`src/rtl/pdes_pkg.sv`:
```
// Shared definitions for the PDES PHOLD event scheduler.
//   - run-state encoding
//   - message field offset helpers (time / LP id / anti flag)
//   - null-message builder (anti=1, LP=0, time=0)
package pdes_pkg;

  typedef enum logic [1:0] {
    ST_IDLE = 2'd0,
    ST_INIT = 2'd1,
    ST_RUN  = 2'd2,
    ST_FIN  = 2'd3
  } sched_st_e;

  // Widest message the null builder supports; callers slice down to MSG_WID.
  localparam int MSG_MAX = 256;

  function automatic int time_lsb(input int tw, input int nlp);
    time_lsb = 0;
  endfunction

  function automatic int lp_lsb(input int tw, input int nlp);
    lp_lsb = tw;
  endfunction

  function automatic int anti_bit(input int tw, input int nlp);
    anti_bit = tw + $clog2(nlp);
  endfunction

  function automatic logic [MSG_MAX-1:0] null_msg(input int tw, input int nlp);
    null_msg = '0;
    null_msg[anti_bit(tw, nlp)] = 1'b1;
  endfunction

endpackage

```
`src/rtl/pdes_evt_sched_rr_arb.sv`:
```
// rr_arb_n: N-way round-robin arbiter.
//   req  : request vector
//   adv  : allow the pointer to move past the current winner
//   gnt  : one-hot grant, idx : grant index, any : some request granted
// Priority starts at the pointer; after a granted cycle with adv high the
// pointer moves to winner+1 (wraps naturally, N is a power of 2).
module rr_arb_n #(
  parameter int N  = 4,
  parameter int IW = $clog2(N)
) (
  input  logic          clk,
  input  logic          rst_n,
  input  logic [N-1:0]  req,
  input  logic          adv,
  output logic [N-1:0]  gnt,
  output logic [IW-1:0] idx,
  output logic          any
);

  logic [IW-1:0] ptr;
  logic [IW-1:0] cand;

  always_comb begin
    gnt  = '0;
    idx  = '0;
    any  = 1'b0;
    cand = '0;
    for (int k = 0; k < N; k++) begin
      cand = ptr + k[IW-1:0];
      if (!any && req[cand]) begin
        any = 1'b1;
        idx = cand;
      end
    end
    gnt[idx] = any;
  end

  always_ff @(posedge clk or negedge rst_n) begin
    if (!rst_n)          ptr <= '0;
    else if (adv && any) ptr <= idx + 1'b1;
  end

endmodule

```
`src/rtl/pdes_evt_sched.sv`:
```
// pdes_evt_sched: run controller for the PDES PHOLD engine.
//   start/sim_end_time         : run control; rtn_vld pulses in FINISHED
//   core_evt_vld/data, core_ack: new events offered by cores (RR receive)
//   core_ready, core_disp_vld  : queue-head dispatch to ready cores (RR)
//   q_*                        : external priority queue
//   min_time(_vld), gvt        : monitor min time, monotonic GVT
//   stat_*                     : counters, built only with PDES_EVT_SCHED_STATS_EN
// One queue op per cycle: receive beats dispatch unless the queue is full,
// in which case offers are left pending so dispatch can drain the queue.
module pdes_evt_sched
  import pdes_pkg::*;
#(
  parameter int NUM_CORE = 4,
  parameter int NUM_LP   = 8,
  parameter int TIME_WID = 16,
  parameter int MSG_WID  = 32
) (
  input  logic                         clk,
  input  logic                         rst_n,
  input  logic                         start,
  input  logic [TIME_WID-1:0]          sim_end_time,
  input  logic [NUM_CORE-1:0]          core_evt_vld,
  input  logic [NUM_CORE*MSG_WID-1:0]  core_evt_data,
  output logic [NUM_CORE-1:0]          core_ack,
  input  logic [NUM_CORE-1:0]          core_ready,
  output logic [NUM_CORE-1:0]          core_disp_vld,
  output logic [MSG_WID-1:0]           disp_data,
  output logic                         q_enq,
  output logic [MSG_WID-1:0]           q_din,
  output logic                         q_deq,
  input  logic [MSG_WID-1:0]           q_dout,
  input  logic                         q_full,
  input  logic                         q_empty,
  input  logic [TIME_WID-1:0]          min_time,
  input  logic                         min_time_vld,
  output logic [TIME_WID-1:0]          gvt,
  output logic                         rtn_vld,
  output logic [31:0]                  stat_disp_cnt,
  output logic [31:0]                  stat_null_cnt
);

  localparam int LPW = $clog2(NUM_LP);
  localparam int CW  = $clog2(NUM_CORE);
  localparam int TL  = time_lsb(TIME_WID, NUM_LP);
  localparam int LL  = lp_lsb(TIME_WID, NUM_LP);
  localparam int AB  = anti_bit(TIME_WID, NUM_LP);
  localparam logic [MSG_MAX-1:0] NULL_W = null_msg(TIME_WID, NUM_LP);

  sched_st_e          st;
  logic [LPW-1:0]     init_cnt;
  logic               running, initing;
  logic [NUM_CORE-1:0] rx_req, rx_gnt, dx_req, dx_gnt;
  logic [CW-1:0]      rx_idx, dx_idx;
  logic               rx_any, dx_any;
  logic [MSG_WID-1:0] evt, seed;
  logic               is_null;
  logic [TIME_WID-1:0] head_t, cand;
  logic               cand_vld;

  assign running = (st == ST_RUN);
  assign initing = (st == ST_INIT);

  // Full queue masks receive entirely so dispatch can make progress.
  assign rx_req = core_evt_vld & {NUM_CORE{running && !q_full}};
  assign dx_req = core_ready & {NUM_CORE{running && !rx_any && !q_empty}};

  rr_arb_n #(.N(NUM_CORE)) u_rx_arb (
    .clk(clk), .rst_n(rst_n), .req(rx_req), .adv(running),
    .gnt(rx_gnt), .idx(rx_idx), .any(rx_any)
  );

  rr_arb_n #(.N(NUM_CORE)) u_dx_arb (
    .clk(clk), .rst_n(rst_n), .req(dx_req), .adv(running),
    .gnt(dx_gnt), .idx(dx_idx), .any(dx_any)
  );

  assign evt     = core_evt_data[rx_idx*MSG_WID +: MSG_WID];
  assign is_null = (evt[AB:0] == NULL_W[AB:0]);

  always_comb begin
    seed = '0;
    seed[LL +: LPW] = init_cnt;
  end

  assign core_ack      = rx_gnt;
  assign core_disp_vld = dx_gnt;
  assign q_deq         = dx_any;
  assign disp_data     = q_dout;
  assign q_enq         = initing ? !q_full : (rx_any && !is_null);
  assign q_din         = initing ? seed : evt;

  // GVT candidate: min of the valid sources among monitor min and queue head.
  assign head_t   = q_dout[TL +: TIME_WID];
  assign cand_vld = min_time_vld || !q_empty;
  always_comb begin
    if (min_time_vld && !q_empty) cand = (min_time < head_t) ? min_time : head_t;
    else if (min_time_vld)        cand = min_time;
    else                          cand = head_t;
  end

  always_ff @(posedge clk or negedge rst_n) begin
    if (!rst_n) begin
      st       <= ST_IDLE;
      init_cnt <= '0;
      gvt      <= '0;
      rtn_vld  <= 1'b0;
    end else begin
      case (st)
        ST_IDLE: if (start) begin
          st       <= ST_INIT;
          init_cnt <= '0;
          gvt      <= '0;
        end
        ST_INIT: if (q_enq) begin
          init_cnt <= init_cnt + 1'b1;
          if (init_cnt == LPW'(NUM_LP - 1)) st <= ST_RUN;
        end
        ST_RUN: begin
          if (cand_vld && cand > gvt) gvt <= cand;
          // Compares the registered gvt, so the end check lags one cycle.
          if (gvt > sim_end_time) begin
            st      <= ST_FIN;
            rtn_vld <= 1'b1;
          end
        end
        ST_FIN: begin
          st      <= ST_IDLE;
          rtn_vld <= 1'b0;
        end
        default: st <= ST_IDLE;
      endcase
    end
  end

`ifdef PDES_EVT_SCHED_STATS_EN
  always_ff @(posedge clk or negedge rst_n) begin
    if (!rst_n) begin
      stat_disp_cnt <= '0;
      stat_null_cnt <= '0;
    end else if (st == ST_IDLE && start) begin
      stat_disp_cnt <= '0;
      stat_null_cnt <= '0;
    end else begin
      if (q_deq)             stat_disp_cnt <= stat_disp_cnt + 1'b1;
      if (rx_any && is_null) stat_null_cnt <= stat_null_cnt + 1'b1;
    end
  end
`else
  assign stat_disp_cnt = '0;
  assign stat_null_cnt = '0;
`endif

endmodule

```
`config.mk`:
```
export PLATFORM = sky130hd
export DESIGN_NAME = pdes_evt_sched
export DESIGN_NICKNAME = d
export VERILOG_FILES = /design/src/rtl/pdes_pkg.sv /design/src/rtl/pdes_evt_sched_rr_arb.sv /design/src/rtl/pdes_evt_sched.sv
export SDC_FILE = /design/constraint.sdc
export NUM_CORES = 1
export LEC_CHECK = 0
export ABC_AREA = 1
export ABC_CLOCK_PERIOD_IN_PS = 6900
export BUFFER_PORTS_ARGS = -buffer_cell sky130_fd_sc_hd__buf_2
export CAP_MARGIN = 20
export CORE_AREA = 5 5 139 141
export DETAILED_ROUTE_END_ITERATION = 8
export DIE_AREA = 0 0 144 146
export HOLD_SLACK_MARGIN = 0.02
export PLACE_DENSITY_LB_ADDON = 0.1
export SETUP_SLACK_MARGIN = 0.2
export SLEW_MARGIN = 10
export SYNTH_ARGS = -nofsm -noshare
export SYNTH_HDL_FRONTEND = slang
export SYNTH_SLANG_ARGS = --single-unit
```
`constraint.sdc`:
```
create_clock -name clk -period 6.9 [get_ports clk]
set_clock_uncertainty 0.05 [all_clocks]
set_input_delay 0.69 -clock clk [delete_from_list [all_inputs] [get_ports clk]]
set_output_delay 0.69 -clock clk [all_outputs]
set_load 0.01 [all_outputs]
```
==> flow_summary.yaml <==
run_status:
  status: "completed"
route:
  drc: 0
  wl_mm: 20.6
  drt_first_pass_iters: 5
  drt_iter0_drc: 301
  ant_nets: 0
  viasPerCell: 4.56
  avgRoutedWirePerCell_um: 15.0
  via_count: 6253
timing:
  fin_tns_setup_ns: 0
  maxSlewHeadroom: 0.310
  period_share: 0.750
  setup_violations: 0
  rsz0062_at_grt: "false"
  finalHoldViolCount: 0
  drv_slew: 0
  whs_ns: 0.411
  fmax_mhz: 193
  finalCriticalPeriod_ns: 5.18
  worstMarginPinSlew_ns: 1.03
setup_path:
  worst_path_max_delay_cell: "inv_2"
  critPathMostFrequentCell: "nand2_1"
  path_class: "reg -> out"
  startpoint_type: "register"
  path_depth: 22
  crit_fanout: 35
  crit_buf_inv: 4
  crit_path_max_incr_delay_ns: 0.81
  r2r_cells: 20
  cp_top_family: "simple AND/OR/NAND/NOR gates"
  cp.required_ns: 6.16
  cp.arrival_ns: 4.44
  critPathCaptureType: "output pin"
  crit_chain: "inv_1 > ha_1 > inv_2 > nor2_1 > nand3_1 > nand3_1 > nand2_1 > nand3_1 > nor2_1 > nand2_1 > nand2_2 > inv_2 > nand3_1 > nand2_1 > nand2_1 > nor2_1 > nand2_1 > nor2_1 > nand2_1 > nand3_1 > nand2_1 > buf_2"
cts:
  cts_hold_buffers: 0
  clockRootBuffer: "clkbuf_16"
  cts_setup_buffers: 0
  clkLatencyLatePin_ns: 0.27
  ctsResizeCount: 0
  cts_sinks: 26
  clk_pin_slew_ns: 0.08
  cts_inserted_buffers: 3
  cts_tree: "yes"
  htree_levels: 1
  clockBufferDepth: 2
global_routing:
  antenna_found_initial: 3
  grt_pass1_vias: 5931
  grt_overflow: 0
  grt_first_pass_wirelength_mm: 31.6
  grt_usage: 0.185
  grt_max_degree: 76
yosys:
  synth_common_cells: "208 x nand2_1, 107 x inv_1, 104 x nor2_1"
  synthesis.area_um2: 5550
  synth.area.top_cells: "nand2_1 14%, ha_1 14%, buf_4 13%"
  ys_types: 36
  synth_edf_count: 0
  netlist_instances: 935
  synth_most_common_cell: "nand2_1"
  synthFlopType: "dfrtp_1"
  ys.warnings.count: 0
  synth.top_cell.area_share: 0.141
  synth_seq_cells: 26
  post_synth.cell_area_avg_um2: 5.94
  synth_largest_area_cell: "nand2_1"
  yosysSeqAreaShare: 0.117
  async_flop_share: 1.00
power:
  powerDensity_nw_per_um2: 584
  p_leak_nw: 3.91
  total_power_w: 0.00388
  ir_drop_mv: 0.389
floorplanning:
  pin_count: 361
  core_area_um2: 17800
  dieArea_um2: 21000
  start_util: 0.311
  row_count: 49
  die_y_um: 146
  die_x_um: 144
place:
  hpwl_mm: 16.8
  io_buffers: 264
  place_area_um2: 6530
  gp_congestion: 0.861
job:
  drv_cap: 0
final_layout:
  area_growth_syn_to_layout_pct: 19.7
  drive_gt1_frac: 0.265
  nets: 1409
  final_area_um2: 6650
worst_hold_path:
  worstHoldPathType: "in -> async"
## through the flow
stage / worst slack (ns) / utilization / instances
2_1_floorplan: 3.07 / - / 998
3_3_place_gp: 1.90 / 0.366 / 1365
3_5_place_dp: 1.81 / 0.366 / 1365
4_1_cts: 1.65 / 0.372 / 1369
5_1_grt: 1.14 / 0.372 / 1372
6_report: 1.72 / 0.372 / 1372
## logic make-up after synthesis
logic type      Yosys count  share of synthesized area
compound gates          184                      0.185
flops                    26                      0.117
xor+xnor                  1                    0.00158
other cells               1                   0.000675
simple gates            414                      0.315
buf+inv                 247                      0.241
fa+ha+maj                62                      0.140
## layer usage
metal / wire length [um] / track usage / share of wire / vias to the layer above
li1: - / - / - / 3282
met3: 1470 / 0.0322 / 0.072 / 20
met1: 9390 / 0.255 / 0.46 / 2730
met2: 9340 / 0.301 / 0.45 / 221
met5: 0 / 0 / 0 / -
met4: 356 / 0.0395 / 0.017 / 0
## cells in the final DEF, fill, tap and decap left out, types with 5 or more instances in the layout
cell type and count:
a21oi_1 86, buf_2 264, buf_4 5, conb_1 64
dfrtp_1 26, ha_1 62, inv_1 107, inv_2 6
nand2_1 208, nand2_2 8, nand3_1 71, nand4_1 8
nor2_1 104, nor3_1 5, o211ai_1 5, o211ai_2 8
o21ai_0 72
## path summary, 6_finish.rpt
path                       slack, ns                start                           to
setup / recovery                1.72    st[0]$_DFFE_PN0P_                        q_enq
hold / removal                  0.41                rst_n      init_cnt[1]$_DFFE_PN0P_
setup reg to reg                3.15    st[0]$_DFFE_PN0P_  u_dx_arb.ptr[1]$_DFFE_PN0P_
hold reg to reg                 0.50  rtn_vld$_DFFE_PN0P_          rtn_vld$_DFFE_PN0P_
max in group asynchronous       5.95                rst_n           gvt[0]$_DFFE_PN0P_
min in group clk                0.50  rtn_vld$_DFFE_PN0P_          rtn_vld$_DFFE_PN0P_
## power breakdown
part | switching [W] | internal [W] | leakage (nW)
clock | 0.0000587 | 0.000116 | 0.0511
sequential | 0.0000744 | 0.000221 | 0.332
combinational | 0.00226 | 0.00115 | 3.52
total | 0.00239 | 0.00149 | 3.91
## worst register-to-register path, cell delays in order, from the launching register on
cell and delay, ns:
dfrtp_1 0.42, inv_1 0.12, ha_1 0.45, inv_2 0.12
nor2_1 0.20, nand3_1 0.15, nand3_1 0.12, nand2_1 0.10
nand4_4 0.15, inv_2 0.12, nand3_2 0.13, nor2_1 0.05
o21ai_0 0.26, nand2_1 0.09, nand2_1 0.13, nand3_1 0.13
nor2_2 0.25, o21ai_1 0.13, ha_1 0.31, nand2_1 0.06
o21ai_0 0.09
## state kept, by name, summed over array words and instances (netlist names)
signal and flops:
u_dx_arb.ptr 2, rtn_vld 1, init_cnt 3, u_rx_arb.ptr 2, gvt 16, st 2
## cell type report
type                       instances  area, um2
tap                              229        287
timing repair buffer             269       1360
inverter                         116        435
antenna                            3       7.51
multi-input combinational        725       3800
clock inverter                     1       30.0
sequential                        26        651
clock buffer                       3       75.1
fill                            2046      11200
(Power assumes the default switching activity.)
